$ cat src/rtl/pixel_uart_tx_if.sv
// Capture-side bundle for pixel_uart_tx: the pixel strobe going in and the UART/status signals coming out.
// The capture stage (or a bench) takes the master modport and the serializer takes the slave modport.
interface pixel_uart_tx_if #(
  parameter int PixelBitWidth = 16,
  parameter int FifoDepth     = 16
);
  localparam int LevelW = $clog2(FifoDepth) + 1;

  logic [PixelBitWidth-1:0] i_data;
  logic                     i_ready;
  logic                     o_tx;
  logic                     o_busy;
  logic                     o_overflow;
  logic [LevelW-1:0]        o_level;

  modport master (
    output i_data, i_ready,
    input  o_tx, o_busy, o_overflow, o_level
  );

  modport slave (
    input  i_data, i_ready,
    output o_tx, o_busy, o_overflow, o_level
  );
endinterface

$ cat src/rtl/pixel_uart_tx.sv
// Pixel FIFO feeding a UART 8N1 transmitter. Each pixel is sent as PixelBitWidth/8 bytes, MSB byte first,
// and each byte is sent LSB bit first. Overflow is sticky, and the FIFO does not use first-word fall-through.
module pixel_uart_tx #(
  parameter int PixelBitWidth = 16,
  parameter int ClkFreq       = 50_000_000,
  parameter int BaudRate      = 115200,
  parameter int FifoDepth     = 16
) (
  input  logic             CLK,
  input  logic             RST,
  pixel_uart_tx_if.slave   bus
);
  localparam int ClksPerBit = ClkFreq / BaudRate;
  localparam int NumBytes   = PixelBitWidth / 8;
  localparam int AddrW      = $clog2(FifoDepth);
  localparam int LevelW     = AddrW + 1;
  localparam int CntW       = $clog2(ClksPerBit);
  localparam int ByteW      = (NumBytes > 1) ? $clog2(NumBytes) : 1;

  typedef enum logic [1:0] {IDLE, START, DATA, STOP} state_e;

  logic [PixelBitWidth-1:0] mem_q [FifoDepth];
  logic [AddrW-1:0]         wr_ptr_q, rd_ptr_q;
  logic [LevelW-1:0]        level_q;
  logic                     overflow_q;

  state_e                   state_q;
  logic [PixelBitWidth-1:0] shift_q;
  logic [CntW-1:0]          cnt_q;
  logic [2:0]               bit_q;
  logic [ByteW-1:0]         byte_q;
  logic                     tx_q;

  logic       pop, full, push, drop, bit_done;
  logic [7:0] cur_byte;

  // The pop decision uses the registered level, so a word written this edge is not visible until the next edge.
  assign pop      = (state_q == IDLE) && (level_q != '0);
  assign full     = (level_q == LevelW'(FifoDepth));
  assign push     = bus.i_ready && (!full || pop);
  assign drop     = bus.i_ready && full && !pop;
  assign bit_done = (cnt_q == CntW'(ClksPerBit - 1));
  assign cur_byte = shift_q[PixelBitWidth-1 -: 8];

  always_ff @(posedge CLK) begin
    if (push) mem_q[wr_ptr_q] <= bus.i_data;
  end

  always_ff @(posedge CLK or negedge RST) begin
    if (!RST) begin
      wr_ptr_q   <= '0;
      rd_ptr_q   <= '0;
      level_q    <= '0;
      overflow_q <= 1'b0;
    end else begin
      if (push) wr_ptr_q <= wr_ptr_q + AddrW'(1);
      if (pop)  rd_ptr_q <= rd_ptr_q + AddrW'(1);
      if (drop) overflow_q <= 1'b1;
      case ({push, pop})
        2'b10:   level_q <= level_q + LevelW'(1);
        2'b01:   level_q <= level_q - LevelW'(1);
        default: level_q <= level_q;
      endcase
    end
  end

  always_ff @(posedge CLK or negedge RST) begin
    if (!RST) begin
      state_q <= IDLE;
      shift_q <= '0;
      cnt_q   <= '0;
      bit_q   <= '0;
      byte_q  <= '0;
      tx_q    <= 1'b1;
    end else begin
      case (state_q)
        IDLE: begin
          tx_q <= 1'b1;
          if (pop) begin
            shift_q <= mem_q[rd_ptr_q];
            byte_q  <= '0;
            cnt_q   <= '0;
            tx_q    <= 1'b0;
            state_q <= START;
          end
        end
        START: begin
          if (bit_done) begin
            cnt_q   <= '0;
            bit_q   <= '0;
            tx_q    <= cur_byte[0];
            state_q <= DATA;
          end else begin
            cnt_q <= cnt_q + CntW'(1);
          end
        end
        DATA: begin
          if (bit_done) begin
            cnt_q <= '0;
            if (bit_q == 3'd7) begin
              tx_q    <= 1'b1;
              state_q <= STOP;
            end else begin
              bit_q <= bit_q + 3'd1;
              tx_q  <= cur_byte[bit_q + 3'd1];
            end
          end else begin
            cnt_q <= cnt_q + CntW'(1);
          end
        end
        STOP: begin
          if (bit_done) begin
            cnt_q <= '0;
            // Any remaining bytes of the same pixel go straight back to START, with no idle cycle in between.
            if (byte_q == ByteW'(NumBytes - 1)) begin
              state_q <= IDLE;
            end else begin
              byte_q  <= byte_q + ByteW'(1);
              shift_q <= shift_q << 8;
              tx_q    <= 1'b0;
              state_q <= START;
            end
          end else begin
            cnt_q <= cnt_q + CntW'(1);
          end
        end
        default: state_q <= IDLE;
      endcase
    end
  end

  assign bus.o_tx       = tx_q;
  assign bus.o_overflow = overflow_q;
  assign bus.o_level    = level_q;
  assign bus.o_busy     = (state_q != IDLE) || (level_q != '0);
endmodule
$ cat src/flat_wrapper.sv
// flat-port wrapper written by rule: the top's interface ports become plain ports
module pixel_uart_tx_flat 
#(
  parameter int PixelBitWidth = 16,
  parameter int ClkFreq       = 50_000_000,
  parameter int BaudRate      = 115200,
  parameter int FifoDepth     = 16
)
  (CLK, RST, bus_i_data, bus_i_ready, bus_o_tx, bus_o_busy, bus_o_overflow, bus_o_level);
  pixel_uart_tx_if #(.PixelBitWidth(PixelBitWidth), .FifoDepth(FifoDepth)) bus_i ();
  input  logic CLK;
  input  logic RST;
  input wire logic [$bits(bus_i.i_data)-1:0] bus_i_data;
  input wire logic [$bits(bus_i.i_ready)-1:0] bus_i_ready;
  output wire logic [$bits(bus_i.o_tx)-1:0] bus_o_tx;
  output wire logic [$bits(bus_i.o_busy)-1:0] bus_o_busy;
  output wire logic [$bits(bus_i.o_overflow)-1:0] bus_o_overflow;
  output wire logic [$bits(bus_i.o_level)-1:0] bus_o_level;
  assign bus_i.i_data = bus_i_data;
  assign bus_i.i_ready = bus_i_ready;
  assign bus_o_tx = bus_i.o_tx;
  assign bus_o_busy = bus_i.o_busy;
  assign bus_o_overflow = bus_i.o_overflow;
  assign bus_o_level = bus_i.o_level;
  pixel_uart_tx #(.PixelBitWidth(PixelBitWidth), .ClkFreq(ClkFreq), .BaudRate(BaudRate), .FifoDepth(FifoDepth)) u_core (.CLK(CLK), .RST(RST), .bus(bus_i));
endmodule
$ cat config.mk
export PLATFORM = sky130hd
export DESIGN_NAME = pixel_uart_tx_flat
export DESIGN_NICKNAME = d
export VERILOG_FILES = /design/src/rtl/pixel_uart_tx_if.sv /design/src/rtl/pixel_uart_tx.sv /design/src/flat_wrapper.sv
export SDC_FILE = /design/constraint.sdc
export NUM_CORES = 1
export LEC_CHECK = 0
export ABC_CLOCK_PERIOD_IN_PS = 8000
export BUFFER_PORTS_ARGS = -buffer_cell sky130_fd_sc_hd__buf_2
export CORE_ASPECT_RATIO = 0.75
export CORE_MARGIN = 2
export CORE_UTILIZATION = 30
export CTS_CLUSTER_DIAMETER = 80
export DETAILED_ROUTE_END_ITERATION = 6
export SLEW_MARGIN = 10
export SYNTH_ARGS = -nofsm -noshare
export SYNTH_HDL_FRONTEND = slang
export SYNTH_SLANG_ARGS = --single-unit
$ cat constraint.sdc
create_clock -name CLK -period 8 [get_ports CLK]
set_input_delay 0.4 -clock CLK [delete_from_list [all_inputs] [get_ports CLK]]
set_output_delay 0.4 -clock CLK [all_outputs]
set_load 0.02 [all_outputs]
==> impl_summary.log, run 1 <==
[metrics] RD Place Congestion: about 0.84
[metrics] CP startpoint: u_core.state_q[0]
[metrics] aggregate global routing overflow: 0
[metrics] clock latency at the later pin of the worst-skew pair: 560 ps
[metrics] period utilisation layout: 0.375
[metrics] most instantiated library cell after synthesis: sky130_fd_sc_hd__edfxtp_1
[metrics] minimum hold slack: roughly 190 ps
[metrics] DIE AREA: 42400 µm²
[metrics] standard-cell row count: 63
[metrics] total clock sinks: between 300 and 400
[metrics] Critical Path Fanout Max: 16
[metrics] Yosys warning total: 0
[metrics] Main synth FF type: sky130_fd_sc_hd__edfxtp_1
[metrics] Least-Margin Pin Slew: 1090 ps
[metrics] data arrival time at the worst-slack endpoint: 3180 ps
[metrics] max-slew headroom at the worst pin: 0.275
[metrics] largest voltage drop on the vdd net: 202 µV
[metrics] Detailed Place HPWL: 17900 µm
[metrics] violation count after the first detailed-route iteration: 556
[metrics] global-route wire length before repair: approximately 41000 µm
[metrics] clock buffers created by TritonCTS: 29
[metrics] clock-pin slew reported for the worst setup and hold paths after clock tree synthesis: 70 ps
[metrics] PnR Total Power: approximately 5 mW
[metrics] Core Footprint: around 40000 µm²
[metrics] Hold Crit Start: bus_i_ready
[metrics] accumulated negative setup slack: 0 ps
[metrics] Setup Fix Bufs, Post-CTS: 0
[metrics] routed vias: 6281
[metrics] cell area after technology mapping: 12200 µm²
[metrics] final setup vio count: 0
[metrics] most used standard cells in the synthesized netlist: sky130_fd_sc_hd__edfxtp_1 (256), sky130_fd_sc_hd__mux4_2 (49), sky130_fd_sc_hd__mux2i_1 (46)
[metrics] kind of critical path: flop to flop
[metrics] post-synthesis async set-or-reset flop share: 0.152
[metrics] worst-case setup margin in the final layout: between 5000 and 6000 ps
[metrics] Hold Vio Cnt, Final: 0
[metrics] required time at the worst-slack endpoint: 8180 ps
[metrics] P_leak: 4.60 nW
[metrics] synth top area cells: sky130_fd_sc_hd__edfxtp_1 (63%), sky130_fd_sc_hd__dfrtp_1 (9.2%), sky130_fd_sc_hd__mux4_2 (9.0%), sky130_fd_sc_hd__mux2i_1 (3.8%), sky130_fd_sc_hd__ha_1 (1.4%)
[metrics] setup repair after global routing missed its margin: no
[metrics] post-detailed-route wirelength per cell: ~22 µm
[metrics] worst setup timing slack at the placement stage: between 4000 and 5000 ps
[metrics] Worst Hold Path EP: u_core.bus.o_overflow
[metrics] post-route DRC violation count: 0
[metrics] number of nets with antenna violations after detailed routing: 0
[metrics] fraction of the yosys area taken by sequential cells: 0.724
[metrics] library cell occupying the most area in the post-synthesis netlist: sky130_fd_sc_hd__edfxtp_1
[metrics] final core utilization: 0.349
[metrics] Yosys reg bits: 302
[metrics] DR pass1 iterations: 5
[metrics] Power Dens Cells: 355 nW/µm²
[metrics] horizontal die dimension: 237 µm
[metrics] setup slack of the most critical reg-to-reg path: 5000 ps
[metrics] kind of capture point of the worst setup path: flop
[metrics] final net count: 750
[metrics] vias in the first global route: 6194
[metrics] area added between synthesis and finish: 13.9%
[metrics] post-cts hold buffer count: 0
[metrics] CTS tree: built
[metrics] number of port buffers: 26
[metrics] Longest Clk Path Bufs: 3
[metrics] CTS resizes: 0
[metrics] number of stages on the worst hold path: 2
[metrics] drt total wl: 27700 µm
[metrics] Max Slew Vio Count: 0
[metrics] depth of the worst register-to-register path: 7
[metrics] Max Clock Skew: 13.1 ps
[metrics] result of the run: complete, no violations
[metrics] reg-to-reg endpoint: u_core.mem_q[11][6]
[metrics] number of synthesized flops with an enable pin: roughly 260
[metrics] CP startpoint kind: flop
[metrics] share of post-route cells with drive strength above 1: 0.199
[metrics] startpoint of the most critical register-to-register path: u_core.state_q[0]
[metrics] overall fraction of global-route tracks in use: 0.132
[metrics] Root Buffer: sky130_fd_sc_hd__clkbuf_16
[metrics] starting density of the core: 0.307
[metrics] initial antenna violation count: 1
[metrics] detail-routed via count per cell: 4.98
[metrics] maximum number of pins on one net before global-route repair: 66
[metrics] min cycle time layout: approximately 3000 ps
[metrics] vertical die dimension: roughly 180 µm
[metrics] cell count after synthesis: a little under 700
[metrics] maximum achievable frequency: between 300 and 400 MHz
[metrics] number of I/O pins: 27
[metrics] area share of the leading cell type in the synthesized netlist: 0.629
[metrics] syn avg cell area: 17.9 µm²
[metrics] class of the worst hold path: primary input to flop
[metrics] level count of the clock H-tree: 1
[metrics] max cap viols: 0
[metrics] synth unique cells: 50
[metrics] Synthesized Nets: 716
cell families after synthesis:
kind of cell | synth area share
AOI/OAI and AO/OA | 0.0622
DFF | 0.724
buffers and inverters | 0.0165
muxes | 0.131
adders and majority gates | 0.0143
xor gates and xnor gates | 0.00861
and+or+nand+nor | 0.0434
report_power, final:
| part | switching (mW) | internal [mW] |
|---|---|---|
| registers | 0.174 | 1.95 |
| clock network | 0.575 | 0.792 |
| logic | 0.842 | 0.608 |
| total | 1.59 | 3.35 |
how the worst max path moves through the flow:
stage	end	slack, ps	cells after the start
after floorplan	u_core.mem_q[0][0]	4720	7
after global placement	u_core.mem_q[14][2]	5060	7
after detailed placement	u_core.mem_q[14][3]	4960	7
after CTS	u_core.mem_q[14][10]	4950	7
after global routing	u_core.mem_q[14][10]	4770	7
final	u_core.mem_q[11][6]	5000	7
layout make-up:
type | count | area [µm²]
inverter | 12 | 45.0
tap | 520 | 651
clock buffer | 41 | 801
multi-input combinational | 335 | 3210
sequential | 302 | 8850
fill | 3698 | 25900
timing repair buffer | 37 | 218
antenna | 1 | 2.50
clock inverter | 13 | 141
cell usage in the layout (no fill, tap or decap), drive strengths merged, types with 3 or more instances in the layout:
master | Yosys | routed
mux4 | 49 | 49
nand3 | 10 | 10
buf | 18 | 36
nor3 | 3 | 3
and2 | 10 | 10
ha | 14 | 14
xnor2 | 7 | 7
clkbuf | 16 | 41
mux2 | 3 | 3
xor2 | 5 | 5
a22o | 14 | 14
a21oi | 18 | 18
a211oi | 8 | 8
bufinv | 0 | 3
o311ai | 8 | 8
nand2b | 4 | 4
o21ai | 20 | 20
or2 | 3 | 3
nor4 | 5 | 5
nor2b | 11 | 11
a22oi | 16 | 16
nor2 | 15 | 15
nand2 | 26 | 26
dfrtp | 45 | 45
and3 | 5 | 5
mux2i | 46 | 46
o21a | 9 | 9
clkinv | 0 | 8
o22ai | 12 | 12
edfxtp | 256 | 256
inv | 12 | 13
routing by layer:
layer,routed length [µm],up-vias,track usage
met5,0,-,0
met3,2130,36,0.0399
met2,11300,194,0.180
li1,-,2805,-
met4,459,0,0.0256
met1,13800,3246,0.206
metrics by stage:
stage,cells,instance area (µm²)
after floorplan,683,12200
after global placement,1205,13000
after detailed placement,1205,13000
after CTS,1259,13900
after global routing,1260,13900
final,1261,13900
state kept, by name, summed over array words and instances, names as in the netlist:
| name | flops |
|---|---|
| u_core.bus.o_tx | 1 |
| u_core.byte_q | 1 |
| u_core.cnt_q | 9 |
| u_core.bus.o_level | 5 |
| u_core.bit_q | 3 |
| u_core.state_q | 2 |
| u_core.rd_ptr_q | 4 |
| u_core.mem_q | 256 |
| u_core.wr_ptr_q | 4 |
| u_core.shift_q | 16 |
| u_core.bus.o_overflow | 1 |
worst max-delay path, stage by stage, from the launching register on:
cell,delay (ps)
sky130_fd_sc_hd__dfrtp_1,430
sky130_fd_sc_hd__inv_1,120
sky130_fd_sc_hd__ha_1,290
sky130_fd_sc_hd__inv_1,250
sky130_fd_sc_hd__nand3_1,180
sky130_fd_sc_hd__nand2_1,200
sky130_fd_sc_hd__nor3b_1,370
sky130_fd_sc_hd__and2_1,780
Power figures use the tool's default switching activity.
==> run 2: changes to the inputs <==
--- a/config.mk
+++ b/config.mk
@@ -5,7 +5,8 @@
 export SDC_FILE = /design/constraint.sdc
 export NUM_CORES = 1
 export LEC_CHECK = 0
-export ABC_CLOCK_PERIOD_IN_PS = 8000
+export ABC_AREA = 1
+export ABC_CLOCK_PERIOD_IN_PS = 2400
 export BUFFER_PORTS_ARGS = -buffer_cell sky130_fd_sc_hd__buf_2
 export CORE_ASPECT_RATIO = 0.75
 export CORE_MARGIN = 2
==> constraint.sdc (replaced) <==
create_clock -name CLK -period 2.4 [get_ports CLK]
set_input_delay 0.12 -clock CLK [delete_from_list [all_inputs] [get_ports CLK]]
set_output_delay 0.12 -clock CLK [all_outputs]
set_load 0.02 [all_outputs]
==> run 2 against run 1 <==
Sequential power grew to 3.0 times the previous value. Critical path depth grew 2. Count of clock-buffer cells in the layout shrank 7. Clock skew grew 2.1 ps. Via count is 31% higher. Critical path type unchanged. Hold slack lost 180 ps. Core utilization increased by 1.2 points. Largest power group unchanged. Fmax rose by 39%. Synthesized area rose by 2.4%. Non-clock buffer count increased by 50. Register-to-register slack lost 4800 ps.
==> impl_summary.log, run 2 <==
[metrics] Main synth FF type: sky130_fd_sc_hd__edfxtp_1
[metrics] RD Place Congestion: 0.805 (-3.9%)
[metrics] flip-flop count of the largest register, all copies and words added: 256 (unchanged)
[metrics] final setup vio count: 0 (unchanged)
[metrics] Critical-path top delay cell: sky130_fd_sc_hd__dfrtp_1
[metrics] vias in the first global route: 8259 (+33%)
[metrics] Longest Clk Path Bufs: 3 (unchanged)
[metrics] vertical die dimension: 181 µm (+1.2%)
[metrics] level count of the clock H-tree: 1 (unchanged)
[metrics] area share of the leading cell type in the synthesized netlist: 0.615 (-0.0149)
[metrics] Root Buffer: sky130_fd_sc_hd__clkbuf_16
[metrics] library cell occupying the most area in the post-synthesis netlist: sky130_fd_sc_hd__edfxtp_1
[metrics] overall fraction of global-route tracks in use: 0.143 (+0.0108)
[metrics] CP startpoint kind: flop
[metrics] number of nets with antenna violations after detailed routing: 0 (unchanged)
[metrics] maximum achievable frequency: 465 MHz (+39%)
[metrics] area occupied by multi-input gates: 3270 µm² (+2.1%)
[metrics] syn avg cell area: 12.1 µm² (-32%)
[metrics] period utilisation layout: 0.897 (+0.522)
[metrics] standard-cell row count: 64 (+1.6%)
[metrics] PnR Total Power: 12.8 mW (+160%)
[metrics] min cycle time layout: 2150 ps (-847 ps)
[metrics] Critical Path, Cell by Cell: inv_1, ha_1, inv_2, nand4_1, inv_1, nor2_4, nand2_1, nor2_2, buf_4
[metrics] post-synthesis share of cell area spent on full adders, half adders and majority gates: 0.0140 (-0.000340)
[metrics] highest cell delay on the worst timing path: 410 ps (-370 ps)
[metrics] most instantiated library cell after synthesis: sky130_fd_sc_hd__edfxtp_1
[metrics] minimum hold slack: 7.41 ps (-180 ps)
[metrics] area added between synthesis and finish: 18.2%
[metrics] CTS resizes: 0 (unchanged)
[metrics] post-detailed-route wirelength per cell: 18.3 µm (-17%)
[metrics] global-route wire length before repair: 48300 µm (+16%)
[metrics] fraction of the yosys area taken by sequential cells: 0.707 (-0.0172)
[metrics] P_leak: 5.16 nW (+12%)
[metrics] largest voltage drop on the vdd net: 528 µV (+160%)
[metrics] most used standard cells in the synthesized netlist: sky130_fd_sc_hd__edfxtp_1 (256), sky130_fd_sc_hd__nor2_1 (183), sky130_fd_sc_hd__o21ai_0 (138)
[metrics] cell area after technology mapping: 12500 µm² (+2.4%)
[metrics] required time at the worst-slack endpoint: 2650 ps (-5530 ps)
[metrics] kind of capture point of the worst setup path: flop
[metrics] routed vias: 8245 (+31%)
[metrics] drt total wl: 30800 µm (+11%)
[metrics] DR pass1 iterations: 5 (unchanged)
[metrics] crit-path most repeated cell: sky130_fd_sc_hd__inv_1
[metrics] Core Footprint: 40900 µm² (+2.8%)
[metrics] setup repair after global routing missed its margin: no
[metrics] Yosys reg bits: 302 (unchanged)
[metrics] clock latency at the later pin of the worst-skew pair: 570 ps (about the same)
[metrics] Critical Path Fanout Max: 16 (unchanged)
[metrics] post-synthesis async set-or-reset flop share: 0.152 (unchanged)
[metrics] kind of critical path: flop to flop
[metrics] aggregate global routing overflow: 0 (unchanged)
[metrics] share of synthesized area spent on multiplexers: 0 (-0.131)
[metrics] max cap viols: 0 (unchanged)
[metrics] clock-pin slew reported for the worst setup and hold paths after clock tree synthesis: 70 ps (about the same)
[metrics] Synthesized Nets: 1069 (+49%)
[metrics] Yosys warning total: 0 (unchanged)
[metrics] share of the synthesized area in compound gates (AO/OA/AOI/OAI): 0.116 (+0.0542)
[metrics] Least-Margin Pin Slew: 769 ps (-320 ps)
[metrics] Reg with most FFs: u_core.mem_q
[metrics] clock buffers created by TritonCTS: 30 (+3.4%)
[metrics] synth top area cells: sky130_fd_sc_hd__edfxtp_1 (61%), sky130_fd_sc_hd__dfrtp_1 (9.0%), sky130_fd_sc_hd__o21ai_0 (5.5%), sky130_fd_sc_hd__nor2_1 (5.5%), sky130_fd_sc_hd__nand2_1 (3.4%)
[metrics] share of post-route cells with drive strength above 1: 0.142 (-0.0571)
[metrics] diodes inserted: 0 (-1)
[metrics] number of fillers in the final layout: 3968 (+7.3%)
[metrics] number of synthesized flops with an enable pin: 256 (unchanged)
[metrics] Power Dens Cells: 868 nW/µm² (+140%)
[metrics] number of port buffers: 26 (unchanged)
[metrics] CTS tree: built
[metrics] data arrival time at the worst-slack endpoint: 2400 ps (-780 ps)
[metrics] flip-flop and latch area: 8840 µm² (about the same)
[metrics] DIE AREA: 43400 µm² (+2.4%)
[metrics] violation count after the first detailed-route iteration: 768 (+38%)
[metrics] cell count after synthesis: 1036 (+52%)
[metrics] synth unique cells: 40 (-20%)
[metrics] final net count: 1132 (+51%)
[metrics] Max Slew Vio Count: 0 (unchanged)
[metrics] most common cell after layout, fill and taps aside: sky130_fd_sc_hd__edfxtp_1
[metrics] number of I/O pins: 27 (unchanged)
[metrics] commonest cells after routing, fill and taps aside: sky130_fd_sc_hd__edfxtp_1 (256), sky130_fd_sc_hd__nor2_1 (167), sky130_fd_sc_hd__o21ai_0 (138), sky130_fd_sc_hd__nand2_1 (114), sky130_fd_sc_hd__nand3_1 (47)
[metrics] Detailed Place HPWL: 19400 µm (+8.7%)
[metrics] detail-routed via count per cell: 4.90 (-1.7%)
[metrics] biggest registers after layout: u_core.mem_q (256), u_core.shift_q (16), u_core.cnt_q (9)
[metrics] post-route DRC violation count: 0 (unchanged)
[metrics] Synth Area in XOR/XNOR: 0.00840 (-0.000204)
[metrics] Hold Vio Cnt, Final: 0 (unchanged)
[metrics] total clock sinks: 302 (unchanged)
[metrics] class of the worst hold path: primary input to flop
[metrics] maximum number of pins on one net before global-route repair: 86 (+30%)
[metrics] initial antenna violation count: 0 (-1)
[metrics] max-slew headroom at the worst pin: 0.488 (+0.213)
[metrics] starting density of the core: 0.306 (-0.00109)
[metrics] horizontal die dimension: 240 µm (+1.2%)
[metrics] Max Clock Skew: 15.3 ps (+2.13 ps)
[metrics] result of the run: complete, no violations
[metrics] combinational family with the most area after synthesis: simple AND/OR/NAND/NOR gates
[metrics] Post-Synth Simple-Gate Area: 0.120 (+0.0763)
run 2: cell types whose count changed after synthesis, sizes merged, moves of 40 or more:
cell   delta
mux2i    -46
mux4     -49
nand2    +88
nand3    +40
nor2    +174
o21ai   +137
run 2: worst max-delay path: cells and delay by family, from the launching register on:
kind,cells,cell delay (ps)
simple gates,4,680
fa+ha+maj,1,180
buf+inv,4,540
flops,1,410
run 2: worst paths after layout:
path                                    from              endpoint  slack, ps  cells after the start
hold / removal                bus_i_data[10]  u_core.mem_q[15][10]          7                      1
setup reg to reg           u_core.state_q[0]    u_core.mem_q[7][8]        250                      9
max in group asynchronous                RST       u_core.bus.o_tx       1490                      3
min in group asynchronous                RST    u_core.shift_q[12]        170                      2
hold reg to reg            u_core.shift_q[6]     u_core.shift_q[6]        480                      2
setup / recovery           u_core.state_q[0]    u_core.mem_q[7][8]        250                      9
run 2: layer usage:
metal	wire [µm]	global-route usage
met1	14500	0.205
met2	13700	0.223
met3	1850	0.0269
met4	728	0.0365
met5	0	0
run 2: through the flow:
| step | TNS [ps] | util | cell area [µm²] | setup slack, ps | std cells |
|---|---|---|---|---|---|
| 2_1_floorplan | -665 | - | 12500 | -10.4 | 1036 |
| 3_3_place_gp | 0 | 0.331 | 13500 | 290 | 1613 |
| 3_5_place_dp | 0 | 0.331 | 13500 | 248 | 1613 |
| 4_1_cts | 0 | 0.361 | 14800 | 222 | 1684 |
| 5_1_grt | 0 | 0.361 | 14800 | 76.7 | 1684 |
| 6_report | 0 | 0.361 | 14800 | 247 | 1684 |
run 2: cells by family (layout without fill, tap and decap cells):
kind of cell,count (synthesis),in the layout
buf+inv,99,186
compound gates,245,245
xor+xnor,12,12
flops,302,302
simple gates,364,364
fa+ha+maj,14,14
run 2: what timing repair did:
item / in CTS / in global routing
setup buffers: 0 / 0
hold endpoints to repair: 221 / 0
hold buffers: 15 / 0
run 2: power breakdown:
part	switching [mW]	total, mW	internal [mW]
logic	0.855	1.22	0.361
clock network	2.05	5.22	3.17
registers	0.191	6.40	6.21
total	3.09	12.8	9.74
run 2: layout make-up:
class / instances / area share
multi-input cells: 635 / 0.221
well taps: 561 / 0.0475
flip-flops and latches: 302 / 0.598
clock buffers: 34 / 0.0518
clock inverters: 22 / 0.0226
repair buffers: 87 / 0.0474
inverters: 43 / 0.0113
==> run 3: changes to the inputs <==
--- a/config.mk
+++ b/config.mk
@@ -13,6 +13,7 @@
 export CORE_UTILIZATION = 30
 export CTS_CLUSTER_DIAMETER = 80
 export DETAILED_ROUTE_END_ITERATION = 6
+export REMOVE_ABC_BUFFERS = 1
 export SLEW_MARGIN = 10
 export SYNTH_ARGS = -nofsm -noshare
 export SYNTH_HDL_FRONTEND = slang
==> constraint.sdc (replaced) <==
create_clock -name CLK -period 2.4 [get_ports CLK]
set_input_delay 0.12 -clock CLK [delete_from_list [all_inputs] [get_ports CLK]]
set_output_delay 0.12 -clock CLK [all_outputs]
set_load 0.005 [all_outputs]
==> run 3 against run 2 <==
Count of clock-buffer cells in the layout up 3. Via count down 0.59%. Core utilization down 0.22 points. Highest routed layer unchanged. Critical path depth unchanged. Worst setup slack worse by 37 ps. Sequential share of layout area up 0.36 points. First-iteration DRC count up 27%. Flip-flop and latch count unchanged. Die area unchanged. Global-route usage down 0.17 points.
==> impl_summary.log, run 3 (synthesized netlist as in run 2, its figures left out) <==
[metrics] clock-pin slew reported for the worst setup and hold paths after clock tree synthesis: 70 ps (about the same)
[metrics] final instance area: 14700 µm² (-0.60%)
[metrics] top cell family by delay on the critical path: simple AND/OR/NAND/NOR gates
[metrics] standard-cell row count: 64 (unchanged)
[metrics] required time at the worst-slack endpoint: 2670 ps (+20 ps)
[metrics] global-route wire length before repair: 47600 µm (-1.3%)
[metrics] routed vias: 8196 (-0.59%)
[metrics] highest cell delay on the worst timing path: 410 ps (about the same)
[metrics] number of port buffers: 26 (unchanged)
[metrics] diodes inserted: 0 (unchanged)
[metrics] Least-Margin Pin Slew: 545 ps (-224 ps)
[metrics] final net count: 1133 (+0.088%)
[metrics] crit-path most repeated cell: sky130_fd_sc_hd__inv_1
[metrics] Detailed Place HPWL: 18800 µm (-3.3%)
[metrics] clock latency at the later pin of the worst-skew pair: 560 ps (about the same)
[metrics] flip-flop count of the largest register, all copies and words added: 256 (unchanged)
[metrics] kind of capture point of the worst setup path: flop
[metrics] Hold Vio Cnt, Final: 0 (unchanged)
[metrics] share of post-route cells with drive strength above 1: 0.135 (-0.00611)
[metrics] level count of the clock H-tree: 1 (unchanged)
[metrics] CTS resizes: 0 (unchanged)
[metrics] horizontal die dimension: 240 µm (unchanged)
[metrics] final setup vio count: 0 (unchanged)
[metrics] number of fillers in the final layout: 3945 (-0.58%)
[metrics] startpoint of the most critical register-to-register path: u_core.state_q[0]
[metrics] starting density of the core: 0.306 (unchanged)
[metrics] P_leak: 5.11 nW (-0.88%)
[metrics] Reg with most FFs: u_core.mem_q
[metrics] DIE AREA: 43400 µm² (unchanged)
[metrics] largest voltage drop on the vdd net: 638 µV (+21%)
[metrics] Longest Clk Path Bufs: 3 (unchanged)
[metrics] area added between synthesis and finish: 17.5%
[metrics] violation count after the first detailed-route iteration: 977 (+27%)
[metrics] setup repair after global routing missed its margin: no
[metrics] drt total wl: 30500 µm (-0.82%)
[metrics] Max Slew Vio Count: 0 (unchanged)
[metrics] max cap viols: 0 (unchanged)
[metrics] detail-routed via count per cell: 4.87 (-0.54%)
[metrics] Root Buffer: sky130_fd_sc_hd__clkbuf_16
[metrics] data arrival time at the worst-slack endpoint: 2460 ps (+60 ps)
[metrics] overall fraction of global-route tracks in use: 0.141 (-0.00174)
[metrics] post-route DRC violation count: 0 (unchanged)
[metrics] commonest cells after routing, fill and taps aside: sky130_fd_sc_hd__edfxtp_1 (256), sky130_fd_sc_hd__nor2_1 (167), sky130_fd_sc_hd__o21ai_0 (138), sky130_fd_sc_hd__nand2_1 (114), sky130_fd_sc_hd__nand3_1 (47)
[metrics] DR pass1 iterations: 5 (unchanged)
[metrics] maximum achievable frequency: 457 MHz (-1.7%)
[metrics] Critical Path Fanout Max: 6 (-10)
[metrics] Max Clock Skew: 14.3 ps (-0.914 ps)
[metrics] RD Place Congestion: 0.824 (+2.4%)
[metrics] maximum number of pins on one net before global-route repair: 78 (-9.3%)
[metrics] vias in the first global route: 8087 (-2.1%)
[metrics] CP startpoint: u_core.state_q[0]
[metrics] number of nets with antenna violations after detailed routing: 0 (unchanged)
[metrics] CTS tree: built
[metrics] Crit path buffers/inverters: 4 (unchanged)
[metrics] placed cell area: 13600 µm² (+0.28%)
[metrics] Critical Path, Cell by Cell: inv_1, ha_1, inv_2, nand4_1, inv_1, nor2_4, nand2_1, nor2_2, buf_4
[metrics] reg-to-reg endpoint: u_core.mem_q[11][10]
[metrics] aggregate global routing overflow: 0 (unchanged)
[metrics] most common cell after layout, fill and taps aside: sky130_fd_sc_hd__edfxtp_1
[metrics] kind of critical path: flop to flop
[metrics] CP startpoint kind: flop
[metrics] vertical die dimension: 181 µm (unchanged)
[metrics] result of the run: complete, no violations
[metrics] max-slew headroom at the worst pin: 0.635 (+0.147)
[metrics] biggest registers after layout: u_core.mem_q (256), u_core.shift_q (16), u_core.cnt_q (9)
[metrics] Critical-path top delay cell: sky130_fd_sc_hd__dfrtp_1
[metrics] post-detailed-route wirelength per cell: 18.1 µm (-0.76%)
[metrics] number of I/O pins: 27 (unchanged)
[metrics] Core Footprint: 40900 µm² (unchanged)
[metrics] initial antenna violation count: 0 (unchanged)
[metrics] min cycle time layout: 2190 ps (+36.5 ps)
[metrics] Power Dens Cells: 829 nW/µm² (-4.5%)
[metrics] depth of the worst register-to-register path: 9 (unchanged)
[metrics] total clock sinks: 302 (unchanged)
[metrics] clock buffers created by TritonCTS: 28 (-6.7%)
[metrics] final core utilization: 0.359 (-0.00217)
[metrics] setup slack of the most critical reg-to-reg path: 210 ps (-40 ps)
[metrics] class of the worst hold path: primary input to asynchronous set/reset pin
[metrics] period utilisation layout: 0.912 (+0.0152)
## run 3: cell types whose count changed in the layout (fill, tap and decap cells not counted), moves of 2 or more
cell / change
sky130_fd_sc_hd__clkinv_2: +2
sky130_fd_sc_hd__clkbuf_1: +3
sky130_fd_sc_hd__buf_12: +3
sky130_fd_sc_hd__inv_6: -2
sky130_fd_sc_hd__bufinv_16: -4
sky130_fd_sc_hd__buf_4: -3
sky130_fd_sc_hd__dlygate4sd3_1: +3
sky130_fd_sc_hd__clkinvlp_4: -2
## run 3: worst reg2reg max path, cell delays in order, from the launching register on
cell and delay, ps:
sky130_fd_sc_hd__dfrtp_1 410, sky130_fd_sc_hd__inv_1 110, sky130_fd_sc_hd__ha_1 190, sky130_fd_sc_hd__inv_2 70, sky130_fd_sc_hd__nand4_1 120, sky130_fd_sc_hd__inv_1 70, sky130_fd_sc_hd__nor2_4 160, sky130_fd_sc_hd__nand2_1 200
sky130_fd_sc_hd__nor2_2 330, sky130_fd_sc_hd__buf_4 240
## run 3: layout make-up
type,count,area (µm²),share of cell area
multi-input cells,635,3270,0.223
clock buffers,37,766,0.0521
clock inverters,15,178,0.0121
flip-flops and latches,302,8840,0.602
well taps,561,702,0.0477
inverters,43,168,0.0114
repair buffers,90,768,0.0523
## run 3: per-stage QoR
stage,std cells,hold slack [ps],TNS (ps),power (mW),worst slack [ps]
CTS,1683,82.5,0,12.3,176
finish,1683,82.5,0,12.2,211
detailed placement,1613,128,0,7.68,182
floorplan,980,-176,-50480,7.07,-1760
global route,1683,111,0,12.7,20.7
global placement,1613,123,0,7.65,229
## run 3: metal layers
layer | share of wire | global-route usage | up-vias
met1 | 0.47 | 0.210 | 4013
met3 | 0.067 | 0.0248 | 39
met2 | 0.44 | 0.215 | 260
met4 | 0.019 | 0.0313 | 0
met5 | 0 | 0 | -
li1 | - | - | 3884
## run 3: worst max path at each step
stage | to | slack, ps | depth (start not counted)
after global routing | u_core.mem_q[11][10] | 20 | 9
after CTS | u_core.mem_q[11][10] | 180 | 9
after global placement | u_core.mem_q[11][0] | 230 | 9
after floorplan | u_core.shift_q[8] | -1760 | 9
final | u_core.mem_q[11][10] | 210 | 9
after detailed placement | u_core.mem_q[11][14] | 180 | 9
## run 3: repair_timing
action / 4_1_cts / 5_1_grt
setup buffers: 0 / 0
setup endpoints to repair: 0 / 0
hold buffers: 18 / 0
endpoints found under the hold margin: 296 / 0
## run 3: where the power goes
| part | switching [mW] | internal [mW] | leakage [nW] | total, mW |
|---|---|---|---|---|
| Sequential | 0.181 | 6.21 | 2.87 | 6.39 |
| Clock | 1.92 | 2.68 | 0.467 | 4.60 |
| Combinational | 0.814 | 0.384 | 1.77 | 1.20 |
| Total | 2.92 | 9.27 | 5.11 | 12.2 |
